### config.mk
export PLATFORM = sky130hd
export DESIGN_NAME = bcd_key_to_val
export DESIGN_NICKNAME = d
export VERILOG_FILES = /design/src/rtl/keypad_pkg.sv /design/src/rtl/dec_accum.sv /design/src/rtl/bcd_key_to_val.sv
export SDC_FILE = /design/constraint.sdc
export NUM_CORES = 1
export LEC_CHECK = 0
export ABC_AREA = 0
export CAP_MARGIN = 20
export CORE_ASPECT_RATIO = 1.25
export CORE_MARGIN = 5
export CORE_UTILIZATION = 35
export CTS_BUF_LIST = sky130_fd_sc_hd__clkbuf_2 sky130_fd_sc_hd__clkbuf_4 sky130_fd_sc_hd__clkbuf_8
export CTS_CLUSTER_DIAMETER = 150
export CTS_CLUSTER_SIZE = 8
export DETAILED_ROUTE_END_ITERATION = 8
export PLACE_DENSITY = 0.53
export SKIP_CTS_REPAIR_TIMING = 1
export SKIP_LAST_GASP = 1
export SYNTH_ARGS = -nofsm -noshare
export SYNTH_HDL_FRONTEND = slang
export SYNTH_SLANG_ARGS = --single-unit
### constraint.sdc
create_clock -name clk -period 8.6 [get_ports clk]
set_clock_uncertainty 0.05 [all_clocks]
set_input_delay 1.72 -clock clk [delete_from_list [all_inputs] [get_ports clk]]
set_output_delay 1.72 -clock clk [all_outputs]
set_load 0.005 [all_outputs]
### src/rtl/keypad_pkg.sv
// keypad_pkg: shared definitions for the keypad-to-value assembly path.
//   - key code constants (digits 0-9 are their own value)
//   - format tags of the 12-bit tagged value word
//   - FSM state enum and a debug view struct
//   - assemble(): builds the tagged word from operand fields
// Optional feature macro used by the top: KEYPAD_ECHO_EN.
package keypad_pkg;

  localparam logic [3:0] KEY_MINUS = 4'd10;
  localparam logic [3:0] KEY_CLEAR = 4'd11;
  localparam logic [3:0] KEY_ENTER = 4'd12;

  localparam logic [1:0] TAG_DUAL = 2'b00;
  localparam logic [1:0] TAG_WIDE = 2'b01;
  localparam logic [1:0] TAG_BIN  = 2'b10;
  localparam logic [1:0] TAG_ERR  = 2'b11;

  // Number of binary digits kept in tag 10; fixed by the word format.
  localparam int BIN_BITS = 6;

  typedef enum logic [1:0] {
    ST_IDLE = 2'd0,
    ST_OPA  = 2'd1,
    ST_OPB  = 2'd2,
    ST_DONE = 2'd3
  } state_t;

  // Debug view of the entry FSM, convenient for binding checkers.
  typedef struct packed {
    state_t     state;
    logic [1:0] mode;
    logic       ovf;
  } fsm_dbg_t;

  // Build the tagged word. A zero magnitude always reports a positive
  // sign so that "-0" never reaches the display or the ALU.
  function automatic logic [11:0] assemble(
    input logic [1:0]          tag,
    input logic                err,
    input logic                sign_a,
    input logic [7:0]          mag_a,
    input logic                sign_b,
    input logic [3:0]          mag_b,
    input logic [BIN_BITS-1:0] bits
  );
    logic [11:0] w;
    logic        sa;
    logic        sb;
    sa = sign_a && (mag_a != 8'd0);
    sb = sign_b && (mag_b != 4'd0);
    w  = 12'd0;
    if (err || (tag == TAG_ERR)) begin
      w = {TAG_ERR, 10'd0};
    end else begin
      case (tag)
        TAG_DUAL: w = {TAG_DUAL, sa, mag_a[3:0], sb, mag_b};
        TAG_WIDE: w = {TAG_WIDE, 1'b0, sa, mag_a};
        TAG_BIN:  w = {TAG_BIN, 4'd0, bits};
        default:  w = {TAG_ERR, 10'd0};
      endcase
    end
    return w;
  endfunction

endpackage

### src/rtl/dec_accum.sv
// dec_accum: combinational decimal accumulate step, acc*10 + digit, with
// a limit compare. Shared by both operands of the entry FSM.
// Ports:
//   acc      in  8  current magnitude
//   digit    in  4  decimal digit 0-9
//   limit    in  9  largest magnitude allowed
//   acc_next out 8  new magnitude (meaningful only when ovf is 0)
//   ovf      out 1  acc*10+digit exceeds limit
module dec_accum (
  input  logic [7:0] acc,
  input  logic [3:0] digit,
  input  logic [8:0] limit,
  output logic [7:0] acc_next,
  output logic       ovf
);

  // The product is formed 12 bits wide: 255*10+9 does not fit in 9 bits,
  // and a wrapped sum could slip under the limit and hide an overflow.
  logic [11:0] full;

  always_comb begin
    full     = ({4'd0, acc} * 12'd10) + {8'd0, digit};
    ovf      = (full > {3'd0, limit});
    acc_next = full[7:0];
  end

endmodule

### src/rtl/bcd_key_to_val.sv
// bcd_key_to_val: assembles a 12-bit tagged value word from a stream of
// keypad codes (inverse of the value-to-digit display path).
// Ports:
//   clk        in   1   system clock
//   rst        in   1   synchronous active-high reset
//   mode       in   2   format tag, sampled on the first accepted key
//   key_code   in   4   0-9 digit, 10 minus, 11 clear, 12 enter, 13-15 reserved
//   key_valid  in   1   key_code valid
//   key_ready  out  1   key can be accepted (low only while a result waits)
//   val        out  12  {tag, payload}
//   val_valid  out  1   val holds a completed entry
//   val_ready  in   1   consumer accepts val
//   echo_val   out  12  live partial entry (only with KEYPAD_ECHO_EN)
// Handshakes: a transfer happens on a rising clk edge where valid && ready;
// valid never depends on ready, and val is held stable while val_valid.
// Optional feature macro: KEYPAD_ECHO_EN.
module bcd_key_to_val
  import keypad_pkg::*;
#(
  parameter int SMALL_MAX = 15,
  parameter int WIDE_MAX  = 255
) (
  input  logic        clk,
  input  logic        rst,
  input  logic [1:0]  mode,
  input  logic [3:0]  key_code,
  input  logic        key_valid,
  output logic        key_ready,
  output logic [11:0] val,
  output logic        val_valid,
`ifdef KEYPAD_ECHO_EN
  output logic [11:0] echo_val,
`endif
  input  logic        val_ready
);

  state_t                state;
  logic [1:0]            mode_q;
  logic                  sign_a;
  logic                  sign_b;
  logic [7:0]            acc_a;
  logic [3:0]            acc_b;
  logic [BIN_BITS-1:0]   bits;
  logic                  ovf;

  state_t                n_state;
  logic [1:0]            n_mode;
  logic                  n_sign_a;
  logic                  n_sign_b;
  logic [7:0]            n_acc_a;
  logic [3:0]            n_acc_b;
  logic [BIN_BITS-1:0]   n_bits;
  logic                  n_ovf;
  logic [11:0]           n_val;
  logic                  n_val_valid;

  logic                  key_fire;
  logic [1:0]            m;
  logic                  op_b;
  logic [7:0]            dec_acc;
  logic [8:0]            dec_limit;
  logic [7:0]            dec_next;
  logic                  dec_ovf;

  fsm_dbg_t              fsm_dbg;

  assign key_ready = (state != ST_DONE);
  assign key_fire  = key_valid && key_ready;
  assign fsm_dbg   = '{state: state, mode: mode_q, ovf: ovf};

  // In IDLE the incoming key already uses the live mode input, since that
  // key is both the one that latches the mode and the first one processed.
  assign m    = (state == ST_IDLE) ? mode : mode_q;
  assign op_b = (state == ST_OPB);

  assign dec_acc   = op_b ? {4'd0, acc_b} : acc_a;
  assign dec_limit = (m == TAG_DUAL) ? 9'(SMALL_MAX) : 9'(WIDE_MAX);

  dec_accum u_dec_accum (
    .acc      (dec_acc),
    .digit    (key_code),
    .limit    (dec_limit),
    .acc_next (dec_next),
    .ovf      (dec_ovf)
  );

  always_comb begin
    n_state     = state;
    n_mode      = mode_q;
    n_sign_a    = sign_a;
    n_sign_b    = sign_b;
    n_acc_a     = acc_a;
    n_acc_b     = acc_b;
    n_bits      = bits;
    n_ovf       = ovf;
    n_val       = val;
    n_val_valid = val_valid;

    if (state == ST_DONE) begin
      if (val_ready) begin
        n_state     = ST_IDLE;
        n_mode      = 2'd0;
        n_sign_a    = 1'b0;
        n_sign_b    = 1'b0;
        n_acc_a     = 8'd0;
        n_acc_b     = 4'd0;
        n_bits      = '0;
        n_ovf       = 1'b0;
        n_val       = 12'd0;
        n_val_valid = 1'b0;
      end
    end else if (key_fire) begin
      n_mode = m;
      if (key_code == KEY_CLEAR) begin
        n_state  = ST_IDLE;
        n_mode   = 2'd0;
        n_sign_a = 1'b0;
        n_sign_b = 1'b0;
        n_acc_a  = 8'd0;
        n_acc_b  = 4'd0;
        n_bits   = '0;
        n_ovf    = 1'b0;
      end else begin
        if (state == ST_IDLE) begin
          n_state = ST_OPA;
        end
        if (key_code <= 4'd9) begin
          case (m)
            TAG_DUAL, TAG_WIDE: begin
              // On overflow the accumulator keeps its last good value.
              if (dec_ovf) begin
                n_ovf = 1'b1;
              end else if (op_b) begin
                n_acc_b = dec_next[3:0];
              end else begin
                n_acc_a = dec_next;
              end
            end
            TAG_BIN: begin
              if (key_code > 4'd1) begin
                n_ovf = 1'b1;
              end else begin
                // Older bits fall off the top; only the last BIN_BITS stay.
                n_bits = {bits[BIN_BITS-2:0], key_code[0]};
              end
            end
            default: ;
          endcase
        end else if (key_code == KEY_MINUS) begin
          if ((m == TAG_DUAL) || (m == TAG_WIDE)) begin
            if (op_b) begin
              n_sign_b = ~sign_b;
            end else begin
              n_sign_a = ~sign_a;
            end
          end
        end else if (key_code == KEY_ENTER) begin
          if (!op_b && (m == TAG_DUAL)) begin
            n_state = ST_OPB;
          end else begin
            n_state     = ST_DONE;
            n_val_valid = 1'b1;
            n_val       = assemble(m, n_ovf, n_sign_a, n_acc_a,
                                   n_sign_b, n_acc_b, n_bits);
          end
        end
      end
    end
  end

  always_ff @(posedge clk) begin
    if (rst) begin
      state     <= ST_IDLE;
      mode_q    <= 2'd0;
      sign_a    <= 1'b0;
      sign_b    <= 1'b0;
      acc_a     <= 8'd0;
      acc_b     <= 4'd0;
      bits      <= '0;
      ovf       <= 1'b0;
      val       <= 12'd0;
      val_valid <= 1'b0;
    end else begin
      state     <= n_state;
      mode_q    <= n_mode;
      sign_a    <= n_sign_a;
      sign_b    <= n_sign_b;
      acc_a     <= n_acc_a;
      acc_b     <= n_acc_b;
      bits      <= n_bits;
      ovf       <= n_ovf;
      val       <= n_val;
      val_valid <= n_val_valid;
    end
  end

`ifdef KEYPAD_ECHO_EN
  // Echo mirrors the entry as it will look after this edge; IDLE shows 0.
  always_ff @(posedge clk) begin
    if (rst) begin
      echo_val <= 12'd0;
    end else if (n_state == ST_IDLE) begin
      echo_val <= 12'd0;
    end else if (key_fire) begin
      echo_val <= assemble(n_mode, n_ovf, n_sign_a, n_acc_a,
                           n_sign_b, n_acc_b, n_bits);
    end
  end
`endif

endmodule

# After elaboration in Yosys (flattened, before gate mapping)

Index checks and enable logic that the tools add are counted.

$add $sub $neg: 1
Multipliers: 1
Order comparisons: 3
Equal/unequal tests: 20
Muxes and demuxes: 77
Bitwise logic cells: 2
Reductions and logical operators: 29

Operator list:

| cell                                                  | count |
|---|---|
| 2-to-1 mux 12 bit                                     | 9 |
| 2-to-1 mux 8 bit                                      | 10 |
| 2-to-1 mux 6 bit                                      | 7 |
| case mux 12 bit (3 select lines)                      | 1 |
| 2-to-1 mux 4 bit                                      | 8 |
| AND reduction 6 bit                                   | 5 |
| 2-to-1 mux 1 bit                                      | 29 |
| 2-to-1 mux 2 bit                                      | 12 |
| nonzero test 3 bit                                    | 6 |
| adder 12 x 4 -> 12 bit                                | 1 |
| equality test 4 bit, second input constant            | 3 |
| > comparator 12 x 8 -> 1 bit                          | 1 |
| != test 2 bit, second input constant                  | 6 |
| multiplier 8 x 3 -> 11 bit, second input constant     | 1 |
| equality test 2 bit, second input constant            | 4 |
| != test 4 bit, second input constant                  | 2 |
| nonzero test 4 bit                                    | 2 |
| nonzero test 8 bit                                    | 1 |
| AND reduction 7 bit                                   | 1 |
| != test 3 x 1 -> 1 bit, second input constant         | 2 |
| != test 3 bit, second input constant                  | 2 |
| AND reduction 5 bit                                   | 1 |
| > comparator 4 x 1 -> 1 bit, second input constant    | 1 |
| less-or-equal comparator 4 bit, second input constant | 1 |
| other kinds (10)                                      | 17 |

Register bits after elaboration: 38
Input port bits: 10
Output and inout bits: 14

# Depth between registers and ports, before layout

Depth after elaboration: 12
Depth in mapped cells: 20

# Hierarchy

From an unflattened synthesis, not the netlist that was laid out.

Cell total of the unflattened synthesis: 317
Area, all modules: 2720.1 um^2

By module, submodules not included:

| module         | instances | cells each | area an instance (um^2) | sequential area each (um^2) |
|---|---|---|---|---|
| bcd_key_to_val | 1         | 218        | 1905.6                  | 760.7 |
| dec_accum      | 1         | 99         | 814.5                   | 0.0 |

# Least setup slack after synthesis

OpenSTA, ideal clock, no wires.

Path kind: in2reg
Start: in key_code[1]
End: reg acc_a[1]
Setup time: 0.117 ns
Data arrival time: 4.332 ns
Data required time: 8.433 ns
Slack: 4.101 ns
Stages: 13
Cells stage by stage: ha_1 -> inv_1 -> fa_1 -> nor2b_1 -> o2111ai_1 -> xnor2_1 -> ha_1 -> nand4_1 -> o31ai_1 -> and3_1 -> and3_1 -> a21oi_2 -> a22o_1

Word-level cells in the longest chain between the ends: 8

Ends and longest elaborated chain:

| element                                                        | line                  | RTL |
|---|---|---|
| from (decl)                                                    | bcd_key_to_val.sv:26  | `input logic [3:0] key_code,` |
| branches (longest 8 deep; another with adder 12 x 4 -> 12 bit) | n/a                   |  |
| to (signal assigned)                                           | bcd_key_to_val.sv:188 | `acc_a <= n_acc_a;` |
| to (decl)                                                      | bcd_key_to_val.sv:41  | `logic [7:0] acc_a;` |

Parallel ways; which one is timed is not known. The select of a mux whose other input is x is not followed.
A chain may end at the register's enable or synchronous reset.

# Worst setup path after layout

Start: reg state[1]
End: reg acc_a[4]

Word-level cells in the longest chain between the ends: 11

Ends and longest elaborated chain:

| element                                                         | line                  | RTL |
|---|---|---|
| from (decl)                                                     | bcd_key_to_val.sv:37  | `state_t state;` |
| from (signal assigned)                                          | bcd_key_to_val.sv:184 | `state <= n_state;` |
| branches (longest 11 deep; another with adder 12 x 4 -> 12 bit) | n/a                   |  |

Parallel ways; which one is timed is not known. The select of a mux whose other input is x is not followed.

==> reports/metrics.yaml <==
drive_gt1_frac: 0.0730
syn_avg_cell_area_um2: 8.02
grt_max_degree: 29
cts.clk_slew.worst_paths_ps: 70
p_sw_frac: 0.291
cp.arrival_ps: 5270
nets: 382
worstMarginPinSlew_ps: 1020
fin_ws_ps: 3470
fin_tns_setup_ps: 0
setup_viol: 0
pwr-share-seq: 0.427
place_ws_ps: 3150
hold_depth: 2
port_buffers: 23
fin_crit_ps: 5130
fin_cells: 448
ant_nets: 0
critPathKind: "reg2reg"
insertedDiodeCount: 0
ys.warnings.count: 0
routed_wl_um: 7520
drt_iter0_drc: 161
synth_top_area_share: 0.282
synth_area_leaders: "dfxtp_1 28%, ha_1 7.0%, a21oi_1 5.8%"
hold_path_startpoint: "bits[5]"
reg2reg_to: "acc_a[4]"
drc: 0
clk_path_buf_depth: 2
cts_buffers: 5
insertion_delay_ps: 290
synth_cell_types: 55
rows: 35
place_inst: 440
postSynthCellCount: 336
async_flop_share: 0
pwr-share-comb: 0.218
min_delay_worst_endpoint: "bits[5]"
antenna_found_initial: 0
cts.sinks: 38
grt_usage: 0.167
slew_headroom: 0.317
hpwl_um: 5910
die_w_um: 88.5
worstHoldPathType: "reg2reg"
r2r_setup_slack_ps: 3470
endpoint_kind: "flip-flop"
grt_pass1_vias: 2418
clkPwrFrac: 0.355
reg2reg_depth: 15
first_pass_iters: 4
synth_commonest_cells: "38 x dfxtp_1, 35 x nand2_1, 32 x nor2_1"
final_cell_area_um2: 3120
place_area_um2: 3000
ctsHtreeMaxLevel: 2
start_util: 0.362
overflow: 0
hold_violations: 0
total_power_mw: 0.442
routabilityCongestion: 0.840
leakage_nw: 1.23
status: "completed"
fin_util: 0.419
post_drt_wl_per_cell_um: 16.8
yosys.cell_count.top_type: "dfxtp_1"
rr_startpoint: "state[1]"
drv_cap: 0
ys.flop_type: "dfxtp_1"
root_buffer: "clkbuf_8"
area_growth_pct: 15.6
powerDensity_nw_per_um2: 142
nFillCells: 767
vias_per_cell: 5.61
crit_fanout: 17
vias: 2513
holdWs_ps: 406
synth_fp_nets: 363
crit_required_ps: 8730
synth_edf_count: 0
dieHeight_um: 108
maxSlewViolCount: 0
clock.fmax_mhz: 195
syn-cell-area_um2: 2700
p_int_mw: 0.313
finalCritPeriodShare: 0.597
yosysSeqAreaShare: 0.282
cts_tree: "built"
startpoint_type: "flip-flop"
ys_seq_elements: 38
ir_worst_vdd_uv: 69.8
die_area_um2: 9570
ios: 24
synth_top_area_cell: "dfxtp_1"
p_sw_mw: 0.129
grt_pass1_wl_um: 12600
rsz0062_at_grt: "false"
core_um2: 7440
## flip-flops by register name, indices dropped and copies added (netlist names)
register / flops
acc_a: 8
acc_b: 4
bits: 6
mode_q: 2
ovf: 1
sign_a: 1
sign_b: 1
state: 2
val: 12
val_valid: 1
## cell usage in the layout, fill, tap and decap left out, types with 3 or more instances in the layout
cell,instances
o31ai_1,3
a21o_1,4
nand4_1,6
and3_1,7
nand4b_1,3
a2bb2oi_1,4
o21ai_0,19
o22ai_1,4
xor2_1,6
a21oi_1,31
nor4_1,3
inv_1,13
dfxtp_1,38
mux2i_1,13
nor3_1,4
and2_1,3
nand2_1,35
clkbuf_8,5
or2_2,4
xnor2_1,5
a22oi_1,6
clkdlybuf4s50_1,23
or3_1,3
nand3_1,15
mux2_2,3
ha_1,15
a22o_1,7
nor2_1,32
nand2b_1,6
## power by group through the flow
stage               combinational [mW]  sequential [mW]  clock (mW)
global placement                0.0961            0.192           0
floorplan                       0.0724            0.188           0
detailed placement              0.0965            0.192           0
global route                     0.108            0.189       0.168
finish                          0.0963            0.188       0.157
CTS                             0.0967            0.188       0.160
## critical path: stages (launching register included)
cell	delay (ps)
dfxtp_1	670
nand2b_2	330
o21ai_0	480
ha_1	350
ha_1	300
a211oi_1	510
nor2_1	160
nor2b_1	300
xnor2_1	150
ha_1	330
nand4_1	90
o31ai_1	490
and3_1	220
and3_1	190
a21oi_2	120
a22o_1	270
## routing by layer
metal  wire length, um  up-vias  part of all wire  track usage
li1                  -     1271                 -            -
met1              3530     1188              0.47        0.221
met2              3620       45              0.48        0.283
met3               241        9             0.032       0.0191
met4               129        0             0.017       0.0475
met5                 0        -                 0            0
## area by class of cell
type	count	area, um^2	area share
Sequential cell	38	761	0.244
Tap cell	92	115	0.0369
Clock buffer	7	83.8	0.0269
Inverter	13	48.8	0.0157
Timing Repair Buffer	24	238	0.0763
Multi-Input combinational cell	273	1840	0.591
Clock inverter	1	30.0	0.00963
## cell families (layout without fill, tap and decap cells)
logic type / Yosys count / after routing / share of synthesized area
AOI/OAI and AO/OA: 95 / 95 / 0.235
xor gates and xnor gates: 11 / 11 / 0.0357
adders and majority gates: 17 / 17 / 0.0845
buffers and inverters: 25 / 45 / 0.0353
DFF: 38 / 38 / 0.282
muxes: 16 / 16 / 0.0608
and+or+nand+nor: 134 / 134 / 0.266
## worst max path at each step
stage | from | end | slack, ps | cells past startpoint
global placement | key_code[1] | acc_a[4] | 3280 | 14
floorplan | key_code[1] | acc_a[1] | 4100 | 13
detailed placement | key_code[1] | acc_a[4] | 3150 | 14
finish | state[1] | acc_a[4] | 3470 | 15
global route | state[1] | acc_a[1] | 3060 | 15
CTS | state[1] | acc_a[4] | 3480 | 15
No activity file was read; power rests on OpenSTA's default activity.
